$ cat src/rtl/mp_add_seq.sv
// -----------------------------------------------------------------------------
// mp_add_seq
//
// Multi-precision add sequencer. It accepts two WORDS*SIZE-bit operands and a
// carry-in, then feeds an external combinational SIZE-bit adder slice one word
// per cycle, least significant word first. The carry is chained between words
// through a register. The full sum and the final carry are returned over a
// valid/ready handshake.
//
// Ports:
//   clk        rising-edge clock
//   rst        synchronous active-high reset
//   in_valid   operand request valid
//   in_ready   block can accept operands (high only in IDLE)
//   in_a       operand A, SIZE*WORDS bits
//   in_b       operand B, SIZE*WORDS bits
//   in_ci      carry into word 0
//   add_a      word of A driven to the adder slice (0 outside RUN)
//   add_b      word of B driven to the adder slice (0 outside RUN)
//   add_ci     carry driven to the adder slice (0 outside RUN)
//   add_sum    sum word returned by the adder slice
//   add_co     carry returned by the adder slice
//   out_valid  result valid (high only in DONE)
//   out_ready  consumer accepts the result
//   out_sum    full sum, SIZE*WORDS bits
//   out_co     carry out of the top word
//   busy       high in RUN or DONE
// -----------------------------------------------------------------------------
module mp_add_seq #(
    parameter int SIZE  = 4,
    parameter int WORDS = 4
) (
    input  logic                  clk,
    input  logic                  rst,
    input  logic                  in_valid,
    output logic                  in_ready,
    input  logic [SIZE*WORDS-1:0] in_a,
    input  logic [SIZE*WORDS-1:0] in_b,
    input  logic                  in_ci,
    output logic [SIZE-1:0]       add_a,
    output logic [SIZE-1:0]       add_b,
    output logic                  add_ci,
    input  logic [SIZE-1:0]       add_sum,
    input  logic                  add_co,
    output logic                  out_valid,
    input  logic                  out_ready,
    output logic [SIZE*WORDS-1:0] out_sum,
    output logic                  out_co,
    output logic                  busy
);

    localparam int TOTAL = SIZE * WORDS;
    // A single-word operand still needs a one-bit index register.
    localparam int IDX_W = (WORDS > 1) ? $clog2(WORDS) : 1;
    localparam logic [IDX_W-1:0] LAST_IDX = IDX_W'(WORDS - 1);

    typedef enum logic [1:0] {
        IDLE = 2'd0,
        RUN  = 2'd1,
        DONE = 2'd2
    } state_t;

    state_t            state;
    state_t            state_next;
    logic [IDX_W-1:0]  idx;
    logic [TOTAL-1:0]  a_reg;
    logic [TOTAL-1:0]  b_reg;
    logic [TOTAL-1:0]  sum_reg;
    logic              carry;
    logic [SIZE-1:0]   a_word;
    logic [SIZE-1:0]   b_word;

    // Word select: pick the operand words addressed by idx. Written as a
    // decoded loop so the index never has to be scaled into a bit offset.
    always_comb begin
        a_word = '0;
        b_word = '0;
        for (int w = 0; w < WORDS; w++) begin
            if (idx == IDX_W'(w)) begin
                a_word = a_reg[w*SIZE +: SIZE];
                b_word = b_reg[w*SIZE +: SIZE];
            end
        end
    end

    // State register
    always_ff @(posedge clk) begin
        if (rst) begin
            state <= IDLE;
        end else begin
            state <= state_next;
        end
    end

    // Next-state and output decode
    always_comb begin
        state_next = state;
        in_ready   = 1'b0;
        out_valid  = 1'b0;
        out_sum    = '0;
        out_co     = 1'b0;
        busy       = 1'b0;
        add_a      = '0;
        add_b      = '0;
        add_ci     = 1'b0;
        unique case (state)
            IDLE: begin
                in_ready = 1'b1;
                if (in_valid) begin
                    state_next = RUN;
                end
            end
            RUN: begin
                busy   = 1'b1;
                add_a  = a_word;
                add_b  = b_word;
                // For word 0 the carry register holds the captured in_ci.
                add_ci = carry;
                if (idx == LAST_IDX) begin
                    state_next = DONE;
                end
            end
            DONE: begin
                busy      = 1'b1;
                out_valid = 1'b1;
                out_sum   = sum_reg;
                out_co    = carry;
                if (out_ready) begin
                    state_next = IDLE;
                end
            end
            default: begin
                state_next = IDLE;
            end
        endcase
    end

    // Operand capture, per-word sum collection and carry chaining
    always_ff @(posedge clk) begin
        if (rst) begin
            idx     <= '0;
            a_reg   <= '0;
            b_reg   <= '0;
            sum_reg <= '0;
            carry   <= 1'b0;
        end else begin
            unique case (state)
                IDLE: begin
                    if (in_valid) begin
                        a_reg <= in_a;
                        b_reg <= in_b;
                        carry <= in_ci;
                        idx   <= '0;
                    end
                end
                RUN: begin
                    for (int w = 0; w < WORDS; w++) begin
                        if (idx == IDX_W'(w)) begin
                            sum_reg[w*SIZE +: SIZE] <= add_sum;
                        end
                    end
                    carry <= add_co;
                    // Hold at the last word so idx never exceeds WORDS-1.
                    if (idx != LAST_IDX) begin
                        idx <= idx + IDX_W'(1);
                    end
                end
                default: begin
                end
            endcase
        end
    end

endmodule

$ cat config.mk
export PLATFORM = sky130hd
export DESIGN_NAME = mp_add_seq
export DESIGN_NICKNAME = d
export VERILOG_FILES = /design/src/rtl/mp_add_seq.sv
export SDC_FILE = /design/constraint.sdc
export NUM_CORES = 1
export LEC_CHECK = 0
export ABC_CLOCK_PERIOD_IN_PS = 2110
export BUFFER_PORTS_ARGS = -buffer_cell sky130_fd_sc_hd__buf_2
export CAP_MARGIN = 30
export CORE_MARGIN = 8
export CORE_UTILIZATION = 51
export CTS_CLUSTER_SIZE = 12
export DETAILED_ROUTE_END_ITERATION = 8
export PLACE_DENSITY = 0.89
export SETUP_SLACK_MARGIN = 0.05
export SLEW_MARGIN = 20
export SYNTH_ARGS = -nofsm -noshare
export SYNTH_HDL_FRONTEND = slang
export SYNTH_SLANG_ARGS = --single-unit
export TNS_END_PERCENT = 50
$ cat constraint.sdc
create_clock -name clk -period 2.11 [get_ports clk]
set_input_delay 0.633 -clock clk [delete_from_list [all_inputs] [get_ports clk]]
set_output_delay 0.633 -clock clk [all_outputs]
set_load 0.05 [all_outputs]
* After elaboration in Yosys (flattened, before gate mapping)
Cells that the tools add are included.
** Operators by class
- Equality and inequality tests :: 10
- Shifts and indexed selects :: 0
- $lt $le $gt $ge :: 0
- Multiplexer cells :: 25
- Bitwise logic cells :: 0
- Reductions and logical operators :: 12
- Add/subtract/negate cells :: 1
- Divide/modulo/power cells :: 0
- $mul :: 0
** Operators with widths (count)
- $mux 4 :: 10
- $mux 16 :: 1
- $reduce_and 2->1 :: 6
- $mux 2 :: 5
- $ne 2x2->1 const B :: 5
- $eq 2x2->1 const B :: 3
- $mux 1 :: 6
- $pmux 2 s3 :: 1
- $reduce_and 3->1 :: 2
- $eq 2x1->1 const B :: 2
- $logic_not 2->1 :: 2
- $pmux 2 s2 :: 1
- $add 2x1->2 const B :: 1
- $pmux 1 s2 :: 1
- $reduce_bool 2->1 :: 1
- $reduce_or 2->1 :: 1
** Word-level totals
- Output and inout port bits :: 29
- Bits in writable memories :: 0
- Memories :: 0
- Bits in latches :: 0
- Logic and storage cells :: 57
- Input bits :: 42
- Flip-flop bits (word level) :: 53
- Memory bits (read-only) :: 0

* Logic depth before layout (Yosys ltp)
- Depth in word-level cells :: 6
- Mapped depth :: 7

* Least setup slack after synthesis
No wires, ideal clock.
- Kind :: register -> output
- Start point :: register idx[0]
- End point :: output add_a[0]
- Path slack :: -0.266 ns
- Stages on the path, launching flop included :: 7
- Buffers on the path :: 1
- Data required time :: 1.477 ns
- Arrival :: 1.743 ns
- Path through :: dfxtp_1 -> inv_1 -> ha_1 -> nor2b_1 -> buf_2 -> a221oi_1 -> o21ai_1
** Between the ends
- Longest elaborated chain between the ends :: 6
- Elaborated cells between the ends (all ways) :: 9
- Those cells by class :: 3 x eq/ne; 5 x mux; 1 x reduce/logical
** Ends and longest elaborated chain
- start: declaration :: line 65 : logic [IDX_W-1:0] idx;
- start signal: assignment :: line 165 : idx <= idx + IDX_W'(1);
- $logic_not 2->1 :: line 79 : if (idx == IDX_W'(w)) begin
- $mux 4 (3 in a row) :: line 79
- $mux 4 * :: line 79
- $mux 4 * :: line 106 : unique case (state)
- end: declaration :: line 40 : output logic [SIZE-1:0] add_a,
Every way passes the cells marked *; elsewhere a longest branch is shown, timed or not.

* Worst setup path after layout
- Start point :: register idx[0]
- End point :: output add_a[3]
The elaborated chain is that of the path after synthesis.

==> run_results.csv <==
group,metric,value,unit
clocking,cts_tree,"built",
yosys,synth.distinct_cells,30,
final_layout,post-route-util,72.80,%
floorplanning,initial_core_util,52.32,%
worst_setup_path,startpoint_type,"register",
worst_setup_path,regToRegEndpoint,"idx[1]",
yosys,asyncSetResetFlopFracSynth,0,%
yosys,synth_seq_cells,53,
floorplanning,die_w,85.38,µm
yosys,syn_nets,368,
global_routing,grt_max_degree,33,
power,power.share.sequential,51.6,%
floorplanning,pin_count,71,
detailed_routing,drc,0,
min_path,whs_endpoint,"sum_reg[15]",
clocking,htree_levels,2,
worst_setup_path,critical_path.max_stage_delay,360,ps
timing,final-hold-violation-count,0,
worst_setup_path,worstRegToRegCells,7,
placed_design,place_congestion,0.8108,
detailed_routing,routed_wirelength,7032,µm
global_routing,grt_pass1_vias,2428,
detailed_routing,drt-vias-per-instance,5.622,
yosys,synth_area,0.002455,mm²
yosys,syn_avg_cell_area,7.695,µm²
global_routing,grt_first_pass_wirelength,11200,µm
timing,fmax,433.1,MHz
clocking,clk_latency,310,ps
worst_setup_path,r2r_start,"state[1]",
global_routing,grt.total_usage,18.81,%
worst_setup_path,crit_path_end_kind,"primary output",
placed_design,hpwl,4751,µm
placed_design,port_buffers,70,
clocking,cts_root_buffer,"clkbuf_8",
power,p_comb_share,21.9,%
outcome,violations,"negative setup slack",
yosys,synthTopCellsByArea,"dfxtp_1 43%, nand2_1 14%, a21oi_1 10%, and2_1 5.4%, nand3_1 4.3%",
timing,fin_crit,2309,ps
global_routing,antenna_found_initial,0,
power,power.density,625.0,mW/mm²
worst_setup_path,criticalPathCategory,"register to primary output",
timing,fin_worst_skew,5.931,ps
worst_setup_path,crit_buf_inv,3,
timing,tightest_slew,438.1,ps
detailed_routing,drtPass1Iterations,4,
yosys,synth_edf_count,0,
timing,setup_violations,8,
worst_setup_path,crit_slowest_cell,"dfxtp_2",
timing,timing.slew.headroom,70.79,%
job,maxCapViolCount,0,
power,sw_frac_of_total,30.38,%
detailed_routing,num_vias,2513,
yosys,synth_cells,319,
timing,timing.final.crit_share,109.4,%
yosys,seq_area_frac_synth,43.22,%
timing,fin_tns_setup,-1385,ps
clocking,cts.clk_slew.worst_paths,90,ps
final_layout,area_growth_syn_to_layout,39.14,%
clocking,clock_path_buffers,2,
floorplanning,die_h,85.38,µm
detailed_routing,drtIter0Drc,169,
worst_setup_path,crit_fanout,8,
clocking,clock-sinks,53,
yosys,yosysWarnings,0,
yosys,synth_top_area_cell,"dfxtp_1",
floorplanning,die_area,0.007290,mm²
detailed_routing,drtAntennaViolNets,0,
detailed_routing,wl_per_cell,15.73,µm
yosys,yosysTopAreaCellShare,43.22,%
timing,grt_setup_unrepaired,"true",
worst_setup_path,crit_path_cell_trace,"inv_2, ha_4, nor2b_4, buf_12, a221oi_4, o21ai_2, buf_6",
outcome,status,"complete, but fails checks",
worst_setup_path,r2r_slack,430,ps
yosys,yosys-top-cells-count,"89 x nand2_1, 53 x dfxtp_1, 49 x a21oi_1, 21 x and2_1, 21 x nand3_1",
final_layout,fin_nets,441,
min_path,min_path_type,"register to register",
final_layout,antennaDiodeCount,0,
power,clockPowerShare,26.5,%
worst_setup_path,cp.arrival,1680,ps
worst_setup_path,crit_required,1480,ps
timing,slew_viol_final,0,
worst_setup_path,critPathTopFamily,"buffers and inverters",
floorplanning,core_area,0.004692,mm²
global_routing,overflow,0,
min_path,hold_start,"sum_reg[15]",
final_layout,drive_gt1_share,36.90,%
clocking,cts_buffers,5,
power,ir_drop,0.0005197,V
timing,fin_ws,-198.7,ps
power,p_leak,1.340,nW
min_path,holdPathStages,2,
floorplanning,num_rows,25,
yosys,yosysMostFrequentCell,"nand2_1",
power,power.switching,648.6,µW
power,p_int,1.486,mW
yosys,synth-main-ff-cell,"dfxtp_1",
==> cell type report <==
class                   instances  area, µm²
inverters                       6      25.02
fillers                       348       1276
well taps                      54      67.56
repair buffers                 88      659.4
clock buffers                   7      76.32
clock inverters                 1      7.507
multi-input cells             238       1511
flip-flops and latches         53       1069
==> how the worst max path moves through the flow <==
| stage | start | endpoint | slack [ps] | depth (start not counted) |
|---|---|---|---|---|
| after floorplan | state[0] | out_sum[14] | 10 | 4 |
| after global placement | idx[0] | add_b[3] | -210 | 6 |
| after detailed placement | idx[0] | add_b[1] | -310 | 6 |
| after CTS | idx[0] | add_b[1] | -170 | 7 |
| after global routing | idx[0] | add_a[3] | -270 | 7 |
| final | idx[0] | add_a[3] | -200 | 7 |
==> per-stage QoR <==
stage | hold slack (ps) | worst slack, ps | power (mW) | area (µm²) | cells
final | 460.7 | -198.7 | 2.135 | 3416 | 447
after global routing | 481.7 | -268.5 | 2.233 | 3416 | 447
after CTS | 456.6 | -172.9 | 2.091 | 3256 | 446
after detailed placement | 443.6 | -313.4 | 1.470 | 2890 | 435
after global placement | 438.4 | -205.8 | 1.454 | 2890 | 435
after floorplan | 431.7 | 13.99 | 1.375 | 2514 | 319
==> layer usage <==
layer | track usage, % | wire length [µm] | up-vias
li1 | - | - | 1222
met1 | 20.74 | 2798 | 1173
met2 | 33.38 | 3564 | 107
met3 | 5.598 | 578 | 11
met4 | 6.529 | 90 | 0
met5 | 0 | 0 | -
==> cells in the final DEF, fill, tap and decap left out, types with 4 or more instances in the layout <==
master	synthesis	final
buf_2	8	43
buf_8	3	4
a221oi_4	0	8
a21oi_1	49	49
and2_4	0	6
clkbuf_8	0	5
buf_6	1	17
and2_2	0	4
and2_1	21	11
nand3_1	21	21
buf_4	3	23
dfxtp_1	53	49
ha_4	0	4
nand2b_1	5	5
nor2_1	4	4
o21ai_2	0	14
nand2_1	89	89
==> logic make-up (layout without fill, tap and decap cells) <==
kind of cell | after synthesis | after routing | synth area share [%]
and+or+nand+nor | 149 | 149 | 27.37
DFF | 53 | 53 | 43.22
adders and majority gates | 7 | 7 | 3.568
AOI/OAI and AO/OA | 82 | 82 | 19.01
buffers and inverters | 28 | 102 | 6.830
==> power groups by stage <==
| stage | registers (mW) | clock network, mW | logic (mW) |
|---|---|---|---|
| after global routing | 1.11 | 0.618 | 0.508 |
| final | 1.10 | 0.567 | 0.467 |
| after CTS | 1.09 | 0.567 | 0.432 |
| after floorplan | 1.10 | 0 | 0.277 |
| after detailed placement | 1.11 | 0 | 0.363 |
| after global placement | 1.10 | 0 | 0.351 |
==> worst reg2reg max path, cell delays in order (launching register included) <==
cell	delay (ps)
dfxtp_2	360
inv_1	110
ha_4	150
buf_6	150
buf_4	230
and2_1	260
o21ai_0	120
a31oi_1	210
==> repair_timing <==
item                                    4_1_cts  5_1_grt
endpoints found under the hold margin         0        0
endpoints found under the setup margin       26       28
pin swaps                                     9        3
hold buffers                                  0        0
resized for setup                            74       33
buffers inserted                              3        2
(Power assumes the default switching activity.)
